[src/rtl/jtag_tap_pkg.sv]
// jtag_tap_pkg: TAP state encoding, opcode constants and the 1149.1 next-state function.
package jtag_tap_pkg;

    typedef enum logic [3:0] {
        EX2DR = 4'h0, EX1DR = 4'h1, SHDR  = 4'h2, PAUDR = 4'h3,
        SELIR = 4'h4, UPDDR = 4'h5, CAPDR = 4'h6, SELDR = 4'h7,
        EX2IR = 4'h8, EX1IR = 4'h9, SHIR  = 4'hA, PAUIR = 4'hB,
        RTI   = 4'hC, UPDIR = 4'hD, CAPIR = 4'hE, TLR   = 4'hF
    } tap_state_e;

    // Truncated to IR_WIDTH at the point of use; -1 gives the all-ones BYPASS code.
    localparam int OPC_IDCODE = 1;
    localparam int OPC_BYPASS = -1;
    localparam int OPC_USER   = 8;

    function automatic tap_state_e tap_next(input tap_state_e s, input logic tms);
        case (s)
            TLR:     tap_next = tms ? TLR   : RTI;
            RTI:     tap_next = tms ? SELDR : RTI;
            SELDR:   tap_next = tms ? SELIR : CAPDR;
            CAPDR:   tap_next = tms ? EX1DR : SHDR;
            SHDR:    tap_next = tms ? EX1DR : SHDR;
            EX1DR:   tap_next = tms ? UPDDR : PAUDR;
            PAUDR:   tap_next = tms ? EX2DR : PAUDR;
            EX2DR:   tap_next = tms ? UPDDR : SHDR;
            UPDDR:   tap_next = tms ? SELDR : RTI;
            SELIR:   tap_next = tms ? TLR   : CAPIR;
            CAPIR:   tap_next = tms ? EX1IR : SHIR;
            SHIR:    tap_next = tms ? EX1IR : SHIR;
            EX1IR:   tap_next = tms ? UPDIR : PAUIR;
            PAUIR:   tap_next = tms ? EX2IR : PAUIR;
            EX2IR:   tap_next = tms ? UPDIR : SHIR;
            UPDIR:   tap_next = tms ? SELDR : RTI;
            default: tap_next = TLR;
        endcase
    endfunction

endpackage

[src/rtl/jtag_tap_fsm.sv]
// jtag_tap_fsm: 16-state TAP controller, stepped on each sampled TCK rise; trst forces TLR.
module jtag_tap_fsm
    import jtag_tap_pkg::*;
(
    input  logic       clk_i,
    input  logic       rst_ni,
    input  logic       i_step,
    input  logic       i_tms,
    input  logic       i_trst,
    output tap_state_e o_state,
    output logic       o_tlr
);

    tap_state_e r_state, w_next;

    always_ff @(posedge clk_i or negedge rst_ni)
        if (!rst_ni) r_state <= TLR;
        else         r_state <= w_next;

    always_comb w_next = i_trst ? TLR : i_step ? tap_next(r_state, i_tms) : r_state;

    always_comb begin
        o_state = r_state;
        o_tlr   = r_state == TLR;
    end

endmodule

[src/rtl/jtag_tap_responder.sv]
// jtag_tap_responder: oversampled JTAG TAP target with IR, IDCODE and BYPASS registers.
// Define JTAG_TAP_USER_DR_EN to add the USER data register.
module jtag_tap_responder
    import jtag_tap_pkg::*;
#(
    parameter int          IR_WIDTH      = 5,
    parameter logic [31:0] IDCODE_VALUE  = 32'h1000_0DB3,
    parameter int          USER_DR_WIDTH = 32
) (
    input  logic                     clk_i,
    input  logic                     rst_ni,
    input  logic                     jtag_tck_i,
    input  logic                     jtag_tms_i,
    input  logic                     jtag_tdi_i,
    input  logic                     jtag_trst_i,
    output logic                     jtag_tdo_o,
    output tap_state_e               tap_state_o,
    output logic [IR_WIDTH-1:0]      ir_o,
    output logic                     tlr_o,
    output logic [USER_DR_WIDTH-1:0] user_dr_o,
    output logic                     user_update_o
);

    localparam logic [IR_WIDTH-1:0] IR_IDCODE  = IR_WIDTH'(OPC_IDCODE);
    localparam logic [IR_WIDTH-1:0] IR_CAPTURE = IR_WIDTH'(1);

    logic                r_tck_q, r_tck_prev, r_tms_q, r_tdi_q, r_trst_q;
    logic                w_rise, w_fall, w_dr_lsb, w_sel_id;
    logic [IR_WIDTH-1:0] r_ir_sr, r_ir;
    logic [31:0]         r_id_sr;
    logic                r_bypass, r_tdo;
    tap_state_e          w_state;

    always_ff @(posedge clk_i or negedge rst_ni)
        if (!rst_ni) {r_tck_q, r_tck_prev, r_tms_q, r_tdi_q, r_trst_q} <= '0;
        else         {r_tck_q, r_tck_prev, r_tms_q, r_tdi_q, r_trst_q} <= {jtag_tck_i, r_tck_q, jtag_tms_i, jtag_tdi_i, jtag_trst_i};

    assign w_rise   = r_tck_q & ~r_tck_prev;
    assign w_fall   = ~r_tck_q & r_tck_prev;
    assign w_sel_id = r_ir == IR_IDCODE;

    jtag_tap_fsm u_fsm (
        .clk_i   (clk_i),
        .rst_ni  (rst_ni),
        .i_step  (w_rise),
        .i_tms   (r_tms_q),
        .i_trst  (r_trst_q),
        .o_state (w_state),
        .o_tlr   (tlr_o)
    );

    // Actions key off the state held before this TCK rise moves the FSM on.
    always_ff @(posedge clk_i or negedge rst_ni)
        if (!rst_ni) begin
            r_ir_sr  <= '0;
            r_ir     <= IR_IDCODE;
            r_id_sr  <= '0;
            r_bypass <= 1'b0;
            r_tdo    <= 1'b0;
        end else if (r_trst_q) begin
            r_ir     <= IR_IDCODE;
            r_tdo    <= 1'b0;
        end else if (w_rise) begin
            r_ir_sr  <= w_state == CAPIR ? IR_CAPTURE : w_state == SHIR ? {r_tdi_q, r_ir_sr[IR_WIDTH-1:1]} : r_ir_sr;
            r_ir     <= w_state == UPDIR ? r_ir_sr : r_ir;
            r_id_sr  <= w_state == CAPDR ? IDCODE_VALUE : w_state == SHDR ? {r_tdi_q, r_id_sr[31:1]} : r_id_sr;
            r_bypass <= w_state == CAPDR ? 1'b0 : w_state == SHDR ? r_tdi_q : r_bypass;
        end else if (w_fall) begin
            r_tdo    <= w_state == SHIR ? r_ir_sr[0] : w_state == SHDR ? w_dr_lsb : r_tdo;
        end

`ifdef JTAG_TAP_USER_DR_EN
    localparam logic [IR_WIDTH-1:0] IR_USER = IR_WIDTH'(OPC_USER);

    logic                     w_sel_user, w_act;
    logic [USER_DR_WIDTH-1:0] r_user_sr, r_user_dr;
    logic                     r_user_upd;

    assign w_sel_user = r_ir == IR_USER;
    assign w_act      = w_rise & ~r_trst_q & w_sel_user;

    always_ff @(posedge clk_i or negedge rst_ni)
        if (!rst_ni) begin
            r_user_sr  <= '0;
            r_user_dr  <= '0;
            r_user_upd <= 1'b0;
        end else begin
            r_user_sr  <= !w_act ? r_user_sr : w_state == CAPDR ? r_user_dr :
                          w_state == SHDR ? {r_tdi_q, r_user_sr[USER_DR_WIDTH-1:1]} : r_user_sr;
            r_user_dr  <= w_act && w_state == UPDDR ? r_user_sr : r_user_dr;
            r_user_upd <= w_act && w_state == UPDDR;
        end

    always_comb w_dr_lsb = w_sel_id ? r_id_sr[0] : w_sel_user ? r_user_sr[0] : r_bypass;

    assign user_dr_o     = r_user_dr;
    assign user_update_o = r_user_upd;
`else
    always_comb w_dr_lsb = w_sel_id ? r_id_sr[0] : r_bypass;

    assign user_dr_o     = '0;
    assign user_update_o = 1'b0;
`endif

    assign jtag_tdo_o  = r_tdo;
    assign tap_state_o = w_state;
    assign ir_o        = r_ir;

endmodule

[config.mk]
export PLATFORM = sky130hd
export DESIGN_NAME = jtag_tap_responder
export DESIGN_NICKNAME = d
export VERILOG_FILES = /design/src/rtl/jtag_tap_pkg.sv /design/src/rtl/jtag_tap_fsm.sv /design/src/rtl/jtag_tap_responder.sv
export SDC_FILE = /design/constraint.sdc
export NUM_CORES = 1
export LEC_CHECK = 0
export CORE_MARGIN = 2
export CORE_UTILIZATION = 45
export CTS_BUF_LIST = sky130_fd_sc_hd__clkbuf_4 sky130_fd_sc_hd__clkbuf_8 sky130_fd_sc_hd__clkbuf_16
export CTS_CLUSTER_DIAMETER = 80
export CTS_CLUSTER_SIZE = 14
export DETAILED_ROUTE_END_ITERATION = 10
export GPL_TIMING_DRIVEN = 1
export PLACE_DENSITY = 0.83
export SYNTH_ARGS = -nofsm -noshare
export SYNTH_HDL_FRONTEND = slang
export SYNTH_SLANG_ARGS = --single-unit
[constraint.sdc]
create_clock -name clk_i -period 1.6 [get_ports clk_i]
set_input_delay 0.32 -clock clk_i [delete_from_list [all_inputs] [get_ports clk_i]]
set_output_delay 0.32 -clock clk_i [all_outputs]
set_load 0.02 [all_outputs]
# Yosys cells after proc, flatten, opt, wreduce, memory -nomap -nowiden
# Index checks and enable logic that the tools add are counted.
# totals
ff_bits	53
input_bits	6
output_inout_bits	44
wordCells	77
# classes
n_eq_ne	17
mux	30
n_bitwise	5
reduce_logical	14
# ops
cell	count
$mux 32	2
$pmux 4 s12	1
$eq 4x4->1 const B	8
$mux 5	5
$eq 4x3->1 const B	4
$mux 2	6
$mux 3	4
$mux 4	3
$reduce_bool 2->1	5
$mux 1	9
$reduce_and 3->1	3
$eq 4x2->1 const B	2
$eq 5x1->1 const B	1
$eq 4x1->1 const B	1
$logic_not 4->1	1
$reduce_or 2->1	2
$not 1->1	3
$reduce_bool 3->1	1
$reduce_or 3->1	1
$and 1x1->1	2
$ne 2x2->1 const B	1
$reduce_and 2->1	1

# Depth between registers and ports, before layout
# Gate-level depths: netlist (run 1).
# depth
depth_word	7
mapped_depth	7
ltp_nobuf	4

# Modules after synthesis
# Synthesis (run 1) repeated with hierarchy kept, for this count alone.
# hier_totals
hier_cells	257
area_unflattened_um2	2524.9
# by_module_without_submodules
module	instances	cells_each	area_each_um2	seq_area_each_um2
jtag_tap_responder	1	228	2260.9	1202.4
jtag_tap_fsm	1	29	264.0	105.1

# Worst setup path before layout (run 1)
# OpenSTA, ideal clock, no wires.
# synth_timing
kind	reg-to-reg
startpoint	register u_fsm.r_state[0] (netlist: u_fsm.o_state[0])
endpoint	register r_ir[0] (netlist: ir_o[0])
setup_ns	0.082
arrival_ns	1.710
required_ns	1.518
setup_slack_ns	-0.192
path_stages_with_launch	5
path_buffers	2
period_less_slack_ns	1.792
path_cell_list	dfstp_2 -> clkbuf_1 -> or4b_1 -> buf_2 -> a211o_1
# synth_via
elab_chain_cells	3
# synth_rtl
element	line_no	text
start, declared	jtag_tap_fsm.sv:14	tap_state_e r_state, w_next;
start signal, assigned	jtag_tap_fsm.sv:18	else r_state <= w_next;
$eq 4x4->1	jtag_tap_responder.sv:65	r_ir <= w_state == UPDIR ? r_ir_sr : r_ir;
$reduce_bool 2->1 (no source line)	n/a	
$reduce_and 2->1 (no source line)	n/a	
end signal, assigned	jtag_tap_responder.sv:65	
end, declared	jtag_tap_responder.sv:29	logic [IR_WIDTH-1:0] r_ir_sr, r_ir;
# No other way between the ends.
# A chain may end at the register's enable or synchronous reset.

# Worst setup path after layout (run 1)
# layout_timing
startpoint	register u_fsm.r_state[1] (netlist: u_fsm.o_state[1])
endpoint	register r_tdo (netlist: jtag_tdo_o)
# layout_via
elab_chain_cells	5
word_cells_on_any_way	8
classes_between	2 x eq/ne; 4 x mux; 2 x reduce/logical
# layout_rtl
element	line_no	text
$eq 4x4->1	jtag_tap_responder.sv:69	r_tdo <= w_state == SHIR ? r_ir_sr[0] : w_state == SHDR ? w_dr_lsb : r_tdo;
$mux 1	jtag_tap_responder.sv:69	
$mux 1	jtag_tap_responder.sv:68	end else if (w_fall) begin
$mux 1	jtag_tap_responder.sv:63	end else if (w_rise) begin
$mux 1	jtag_tap_responder.sv:60	end else if (r_trst_q) begin
end signal, assigned	jtag_tap_responder.sv:69	
end, declared	jtag_tap_responder.sv:31	logic r_bypass, r_tdo;
# Several ways; a longest one is shown, not always the timed one. The select of a mux whose other input is x is not followed.

==> results.json, run 1 <==
{
  "status": "finished, violations left",
  "violations": "negative setup slack",
  "synth-compound-area-share_pct": 15.1,
  "start_kind": "flip-flop",
  "slowest_stage": "dfstp_2",
  "placement.io_buffers": 16,
  "grt_max_degree": 33,
  "cp_cell_sequence": "buf_4, nor4b_1, o211ai_1, a21oi_2, o21ba_2",
  "timing.rr.end": "jtag_tdo_o",
  "clockRootBuffer": "clkbuf_8",
  "worst_slack_ps": -50.5,
  "p_comb_share_pct": 14.4,
  "grt_pass1_wl_mm": 7.51,
  "ys_types": 37,
  "finalSetupViolations": 7,
  "fmax_mhz": 606,
  "wl_per_cell_um": 12.9,
  "io_pins": 50,
  "layout-drive-gt1-share_pct": 37.5,
  "clock_path_buffers": 2,
  "die_h_um": 80.4,
  "whs_ps": 448,
  "syn2layout_area_growth_pct": 18.8,
  "holdCritPathClass": "input pin to flip-flop",
  "switching_share_pct": 25.9,
  "synthArstFlopShare_pct": 100,
  "worstHoldEndpoint": "r_tck_q",
  "cts-htree-levels": 2,
  "total_leakage_power_nw": 1.47,
  "ys_ff_latch": 52,
  "synth_xor_area_share_pct": 0,
  "die_area_um2": 6470,
  "clk_pin_slew_ps": 90,
  "clock_power_share_pct": 31.0,
  "grt_usage_pct": 15.0,
  "antennaDiodeCount": 0,
  "synth.most_common_cell": "dfrtp_1",
  "synth_edf_count": 0,
  "cts_tree": "built",
  "critPathCaptureType": "flip-flop",
  "drt-pass1-iter-count": 4,
  "min_period_ps": 1650,
  "fin_crit_sh_pct": 103,
  "dp.final_hpwl_mm": 2.88,
  "synth_top_area_share_pct": 44.7,
  "ys.flop_type": "dfrtp_1",
  "r2r_slack_ps": -50,
  "grt_overflow": 0,
  "initialDrtViolationCount": 113,
  "die_w_um": 80.4,
  "start_util_pct": 47.2,
  "drc_errors": 0,
  "worstReg2RegStart": "u_fsm.o_state[1]",
  "vias": 1778,
  "cts_sinks": 52,
  "grt_pass1_vias": 1649,
  "yosys-top-cells-count": "dfrtp_1, nand2_1, buf_4",
  "core-area_um2": 5570,
  "finalClockSkew_ps": 6.44,
  "p_int_mw": 1.88,
  "worstRegToRegCells": 5,
  "num-nets-final": 296,
  "clkLatencyLatePin_ps": 300,
  "cp_max_fo": 7,
  "yosys.area_share.simple_pct": 18.1,
  "synth_top_area_cell": "dfrtp_1",
  "holdPathStages": 1,
  "ant_nets": 0,
  "min-delay-start": "jtag_tck_i",
  "synth_top_family_by_area": "simple AND/OR/NAND/NOR gates",
  "synth_mux_area_share_pct": 2.52,
  "rsz0062_at_grt": "yes",
  "syn_area_um2": 2630,
  "synth_fa_ha_area_share_pct": 0,
  "peakVddDrop_mv": 0.653,
  "required_ps": 1840,
  "synth-seq-area-share_pct": 49.7,
  "p_seq_share_pct": 54.6,
  "critical_path_class": "flip-flop to flip-flop",
  "synth.avg_cell_area_um2": 10.2,
  "yosys_warnings": 0,
  "max_cap_violations": 0,
  "finalHoldViolations": 0,
  "numCtsBuffers": 5,
  "power_density_nw_per_um2": 813,
  "synthTopCellsByArea": "dfrtp_1, buf_4, o21ai_2",
  "syn-instance-count": 258,
  "rows": 27,
  "n_fill_cell": 480,
  "via_per_inst": 4.90,
  "wl_mm": 4.70,
  "setup_tns_ps": -132,
  "gp_congestion": 0.825,
  "critPathArrivalTime_ps": 1890,
  "max_stage_delay_ps": 570,
  "power.switching_uw": 658,
  "slew_violations": 0,
  "antenna_found_initial": 0
}
## flip-flops by register name (all words and copies together) (netlist names)
name,flops
jtag_tdo_o,1
ir_o,5
r_tdi_q,1
r_trst_q,1
r_tck_q,1
r_tms_q,1
r_id_sr,32
r_tck_prev,1
u_fsm.o_state,4
r_ir_sr,5
## critical path: cells and delay by family (launching register included)
family,cells,cell delay [ps]
AO/OA/AOI/OAI,3,470
buffers and inverters,1,170
flip-flops,1,570
AND/OR/NAND/NOR,1,380
## final cells by class
type / count / area [um2] / area share, %
sequential: 52 / 1310 / 41.9
inverter: 2 / 7.51 / 0.240
timing repair buffer: 41 / 440 / 14.1
clock buffer: 8 / 97.6 / 3.13
tap: 72 / 90.1 / 2.89
multi-input combinational: 188 / 1180 / 37.8
## power by group through the flow
stage	clock network (mW)	logic, mW	registers (mW)
final	0.788	0.365	1.39
after global routing	0.882	0.401	1.39
after CTS	0.814	0.362	1.38
after detailed placement	0	0.362	1.41
after global placement	0	0.359	1.41
after floorplan	0	0.282	1.42
## cell families after synthesis
group / count (synthesis)
buffers and inverters: 51
multiplexers: 6
flip-flops: 52
AO/OA/AOI/OAI: 54
AND/OR/NAND/NOR: 94
other: 1
## metal layers
metal | up-vias | track usage (%) | wire (um)
met1 | 839 | 19.7 | 2120
met2 | 75 | 23.9 | 2190
met4 | 0 | 4.41 | 43
met5 | - | 0 | 0
met3 | 6 | 4.38 | 347
li1 | 858 | - | -
## timing repair
action                                 4_1_cts  5_1_grt
setup endpoints to repair                   25       46
gates cloned                                 1        5
pin swaps                                    1        1
resized for setup                           26       14
hold buffers                                 1        0
setup buffers                                1        0
endpoints found under the hold margin       15        0
## through the flow
stage	power [mW]	util, %	worst slack [ps]	instance area (um2)	cells
global placement	1.76	51.3	-8.11	2860	347
global route	2.67	56.0	-147	3120	363
detailed placement	1.77	51.3	-21.6	2860	347
CTS	2.56	54.0	-50.6	3010	358
finish	2.54	56.0	-50.5	3120	363
floorplan	1.70	-	-65.8	2830	290
## cell usage in the layout (no fill, tap or decap), types with 5 or more instances in the layout
cell type      netlist  layout
dlygate4sd2_1        0       5
clkbuf_8             0       6
dfstp_2              5       5
conb_1               1      33
nand2_1             36      10
o21ai_1              5       7
nor2_1              17      17
dfrtp_1             47      47
o21ai_2             24      24
a21oi_1              9       7
nand2_2              0      26
buf_4               33      15
nand2b_1            23      22
## worst max-delay path by stage
stage / end / startpoint
finish: jtag_tdo_o / u_fsm.o_state[1]
global route: jtag_tdo_o / u_fsm.o_state[1]
CTS: r_id_sr[0] / u_fsm.o_state[1]
detailed placement: ir_o[1] / u_fsm.o_state[3]
global placement: tlr_o / u_fsm.o_state[3]
floorplan: r_id_sr[31] / r_tck_prev
(Power assumes the default switching activity.)
==> run 2, diff against run 1 <==
PLACE_DENSITY = 0.81   (was 0.83)
clock period = 2.1 ns   (was 1.6 ns; I/O delays follow)
==> run 2 against run 1 <==
The run now ends clean. Clock power is 24% lower. Utilization is 6.2 points lower. Hold slack worse by 360 ps. Via count is 9.1% lower. Critical path depth is 4 lower. Non-clock buffer count is 21 lower. Clock skew is 3.7 ps higher. Sequential share of layout area is 5.2 points higher. Flip-flop and latch count stayed put. Sequential power is 24% lower. First-iteration DRC count is 34% lower. Largest cell class unchanged. Worst setup slack better by 130 ps. Largest power group unchanged.
==> results.json, run 2 (synthesized netlist as in run 1, its figures left out) <==
{
  "finalClockSkew_ps": 10.2,
  "worst_pin_slew_ps": 545,
  "max_stage_delay_ps": 650,
  "grt_pass1_wl_mm": 7.05,
  "drt-pass1-iter-count": 4,
  "grt_max_degree": 63,
  "slowest_stage": "dfstp_2",
  "slew_violations": 0,
  "wl_mm": 4.07,
  "required_ps": 1680,
  "critPathArrivalTime_ps": 1600,
  "initialDrtViolationCount": 75,
  "rows": 27,
  "peakVddDrop_mv": 0.488,
  "finalSetupViolations": 0,
  "setup_tns_ps": 0,
  "io_pins": 50,
  "placement.io_buffers": 16,
  "cts_sinks": 52,
  "dp.final_hpwl_mm": 2.79,
  "via_per_inst": 4.74,
  "power_mw": 1.90,
  "ant_nets": 0,
  "worstRegToRegCells": 5,
  "r2r_slack_ps": 240,
  "grt_usage_pct": 14.0,
  "place_ws_ps": 261,
  "fin_util_pct": 49.8,
  "final_common_cell": "dfrtp_1",
  "power_density_nw_per_um2": 683,
  "antenna_found_initial": 0,
  "max_cap_violations": 0,
  "cts_setup_buffers": 0,
  "fmax_mhz": 495,
  "status": "completed",
  "start_kind": "flip-flop",
  "gp_congestion": 0.798,
  "drc_errors": 0,
  "holdCritPathClass": "input pin to async pin",
  "numCtsBuffers": 5,
  "start_util_pct": 47.2,
  "core-area_um2": 5570,
  "fin_crit_sh_pct": 96.3,
  "cp_cell_sequence": "clkdlybuf4s50_1",
  "num-nets-final": 274,
  "clockRootBuffer": "clkbuf_8",
  "worst_slack_ps": 77.8,
  "clkLatencyLatePin_ps": 300,
  "finalHoldViolations": 0,
  "worstReg2RegStart": "u_fsm.o_state[1]",
  "cts-htree-levels": 2,
  "relSlewSlack_pct": 63.7,
  "grt_overflow": 0,
  "final_cell_mix": "dfrtp_1, nand2_1, conb_1",
  "critPathCaptureType": "output port",
  "cts_tree": "built",
  "n_fill_cell": 531,
  "cp_max_fo": 13,
  "clock_path_buffers": 2,
  "layout-drive-gt1-share_pct": 18.6,
  "total_leakage_power_nw": 1.27,
  "rsz0062_at_grt": "no",
  "critPathBufInv": 1,
  "critical_path_class": "flip-flop to output port",
  "timing.rr.end": "r_id_sr[0]",
  "wl_per_cell_um": 11.9,
  "critPathTopFamily": "flip-flops",
  "die_w_um": 80.4,
  "vias": 1617,
  "min_period_ps": 2020,
  "grt_pass1_vias": 1456,
  "syn2layout_area_growth_pct": 5.62,
  "antennaDiodeCount": 0,
  "top_register": "r_id_sr",
  "die_area_um2": 6470,
  "clk_pin_slew_ps": 90,
  "die_h_um": 80.4,
  "largest_register_ffs": 32
}
[run 2: what timing repair did]
action | 4_1_cts | 5_1_grt
endpoints found under the hold margin | 0 | 0
gates resized for setup | 1 | 0
endpoints found under the setup margin | 1 | 0
hold buffers | 0 | 0
[run 2: final cells by class]
| type | instances | area [um2] | area share (%) |
|---|---|---|---|
| clock buffers | 8 | 97.6 | 3.52 |
| inverters | 2 | 7.51 | 0.270 |
| flip-flops and latches | 52 | 1310 | 47.1 |
| repair buffers | 20 | 209 | 7.53 |
| well taps | 72 | 90.1 | 3.24 |
| multi-input cells | 187 | 1060 | 38.4 |
[run 2: how the worst max path moves through the flow]
stage	startpoint	end	depth (start not counted)
5_1_grt	u_fsm.o_state[1]	tap_state_o[1]	1
3_3_place_gp	u_fsm.o_state[1]	tlr_o	3
3_5_place_dp	u_fsm.o_state[1]	r_id_sr[0]	5
2_1_floorplan	u_fsm.o_state[0]	ir_o[0]	4
4_1_cts	u_fsm.o_state[1]	tap_state_o[1]	1
6_report	u_fsm.o_state[1]	tap_state_o[1]	1
[run 2: layer usage]
layer / GRT usage, % / routed length (um) / up-vias
met5: 0 / 0 / -
met4: 4.58 / 47 / 0
met3: 3.26 / 201 / 7
met2: 22.3 / 1910 / 47
met1: 19.1 / 1910 / 751
li1: - / - / 812
[run 2: through the flow]
step | hold slack [ps] | cells | area, um2
detailed placement | 433 | 333 | 2680
floorplan | 124 | 290 | 2750
CTS | 101 | 341 | 2780
finish | 89.1 | 341 | 2780
global placement | 431 | 333 | 2680
global route | 124 | 341 | 2780
[run 2: report_power, final]
| part | leakage (nW) | total [mW] | internal [mW] | switching, mW |
|---|---|---|---|---|
| sequential | 0.694 | 1.06 | 1.03 | 0.0286 |
| clock | 0.0523 | 0.602 | 0.295 | 0.307 |
| combinational | 0.523 | 0.232 | 0.0776 | 0.154 |
| total | 1.27 | 1.90 | 1.41 | 0.489 |
==> run 3, diff against run 2 <==
--- a/config.mk
+++ b/config.mk
@@ -10,8 +10,8 @@
 export CTS_BUF_LIST = sky130_fd_sc_hd__clkbuf_4 sky130_fd_sc_hd__clkbuf_8 sky130_fd_sc_hd__clkbuf_16
 export CTS_CLUSTER_DIAMETER = 80
-export CTS_CLUSTER_SIZE = 14
 export DETAILED_ROUTE_END_ITERATION = 10
 export GPL_TIMING_DRIVEN = 1
 export PLACE_DENSITY = 0.81
+export REMOVE_ABC_BUFFERS = 1
 export SYNTH_ARGS = -nofsm -noshare
 export SYNTH_HDL_FRONTEND = slang
==> constraint.sdc (replaced) <==
create_clock -name clk_i -period 2.1 [get_ports clk_i]
set_input_delay 0.42 -clock clk_i [delete_from_list [all_inputs] [get_ports clk_i]]
set_output_delay 0.42 -clock clk_i [all_outputs]
set_load 0.01 [all_outputs]
==> run 3 against run 2 <==
Maximum frequency rose by 2.7%. Global-route usage rose by 0.75 points. Total power rose by 5.5%. Critical path type unchanged.
==> results.json, run 3 (synthesized netlist as in run 1, its figures left out) <==
{
  "clockRootBuffer": "clkbuf_8",
  "placement.io_buffers": 16,
  "finalHoldViolations": 0,
  "die_h_um": 80.4,
  "largest_register_ffs": 32,
  "layout-drive-gt1-share_pct": 19.8,
  "dp.cells": 333,
  "rows": 27,
  "antenna_found_initial": 0,
  "critical_path_class": "flip-flop to output port",
  "worst_pin_slew_ps": 511,
  "relSlewSlack_pct": 66.0,
  "final_cell_mix": "dfrtp_1, nand2_1, conb_1",
  "min_period_ps": 1970,
  "max_cap_violations": 0,
  "finalSetupViolations": 0,
  "syn2layout_area_growth_pct": 7.81,
  "core-area_um2": 5570,
  "required_ps": 1680,
  "ant_nets": 0,
  "rsz0062_at_grt": "no",
  "start_kind": "flip-flop",
  "power_density_nw_per_um2": 706,
  "grt_usage_pct": 14.8,
  "status": "completed",
  "peakVddDrop_mv": 0.401,
  "clk_pin_slew_ps": 100,
  "start_util_pct": 47.2,
  "finalClockSkew_ps": 13.1,
  "numCtsBuffers": 5,
  "total_leakage_power_nw": 1.30,
  "slew_violations": 0,
  "critPathCaptureType": "output port",
  "cts_sinks": 52,
  "grt_pass1_wl_mm": 7.40,
  "top_register": "r_id_sr",
  "die_w_um": 80.4,
  "wl_per_cell_um": 12.8,
  "cts_tree": "built",
  "place_ws_ps": 233,
  "initialDrtViolationCount": 153,
  "die_area_um2": 6470,
  "cp_max_fo": 8,
  "setup_tns_ps": 0,
  "clock_path_buffers": 2,
  "grt_overflow": 0,
  "fin_crit_sh_pct": 93.8,
  "cts-htree-levels": 2,
  "drc_errors": 0,
  "gp_congestion": 0.785,
  "io_pins": 50,
  "via_per_inst": 4.99,
  "antennaDiodeCount": 0,
  "fmax_mhz": 508,
  "final_common_cell": "dfrtp_1",
  "holdBufCountCts": 0,
  "wl_mm": 4.42,
  "vias": 1723,
  "grt_pass1_vias": 1541,
  "n_fill_cell": 503,
  "grt_max_degree": 45,
  "critPathArrivalTime_ps": 1550,
  "drt-pass1-iter-count": 4,
  "power_mw": 2.00,
  "dp.final_hpwl_mm": 2.86,
  "final_cells": 345,
  "holdCritPathClass": "input pin to async pin",
  "worst_slack_ps": 130,
  "clkLatencyLatePin_ps": 310,
  "num-nets-final": 278
}
-- run 3: critical path: stages, from the launching register on --
cell             delay, ps
dfstp_2                550
buf_4                  160
clkdlybuf4s50_1        540
-- run 3: area by class of cell --
| class | instances | area [um2] | area share, % |
|---|---|---|---|
| clock buffer | 6 | 82.6 | 2.91 |
| timing repair buffer | 24 | 243 | 8.57 |
| clock inverter | 2 | 38.8 | 1.37 |
| tap | 72 | 90.1 | 3.18 |
| multi-input combinational | 187 | 1060 | 37.6 |
| sequential | 52 | 1310 | 46.1 |
| inverter | 2 | 7.51 | 0.265 |
-- run 3: power breakdown --
| part | internal (mW) | switching (mW) | total, mW |
|---|---|---|---|
| combinational | 0.0854 | 0.133 | 0.218 |
| sequential | 1.03 | 0.0234 | 1.06 |
| clock | 0.390 | 0.334 | 0.724 |
| total | 1.51 | 0.490 | 2.00 |
-- run 3: repair_timing --
| item | 4_1_cts | 5_1_grt |
|---|---|---|
| gates resized for setup | 0 | 1 |
| pin swaps | 0 | 0 |
| buffers inserted | 4 | 0 |
| setup endpoints to repair | 1 | 1 |
-- run 3: final timing paths --
path                                   from              to  slack [ps]  depth (start not counted)
hold reg to reg                  r_id_sr[7]      r_id_sr[7]         490                          2
hold / removal                       rst_ni         ir_o[2]          70                          1
setup reg to reg           u_fsm.o_state[1]     r_id_sr[22]         180                          6
setup / recovery           u_fsm.o_state[3]  tap_state_o[3]         130                          2
min in group clk_i               r_id_sr[7]      r_id_sr[7]         490                          2
max in group asynchronous            rst_ni     r_id_sr[25]        1490                          2
-- run 3: through the flow --
step	utilization, %	hold slack [ps]	cell area, um2
after floorplan	-	124	2380
after global placement	48.1	408	2680
after detailed placement	48.1	423	2680
after CTS	50.8	87.5	2830
after global routing	50.8	93.6	2830
final	50.8	69.9	2830
-- run 3: routing by layer --
layer,wire length [um],vias up,GRT usage (%)
met5,0,-,0
met4,76,0,6.10
met3,222,7,3.60
met2,2070,63,22.4
met1,2050,839,20.3
li1,-,814,-
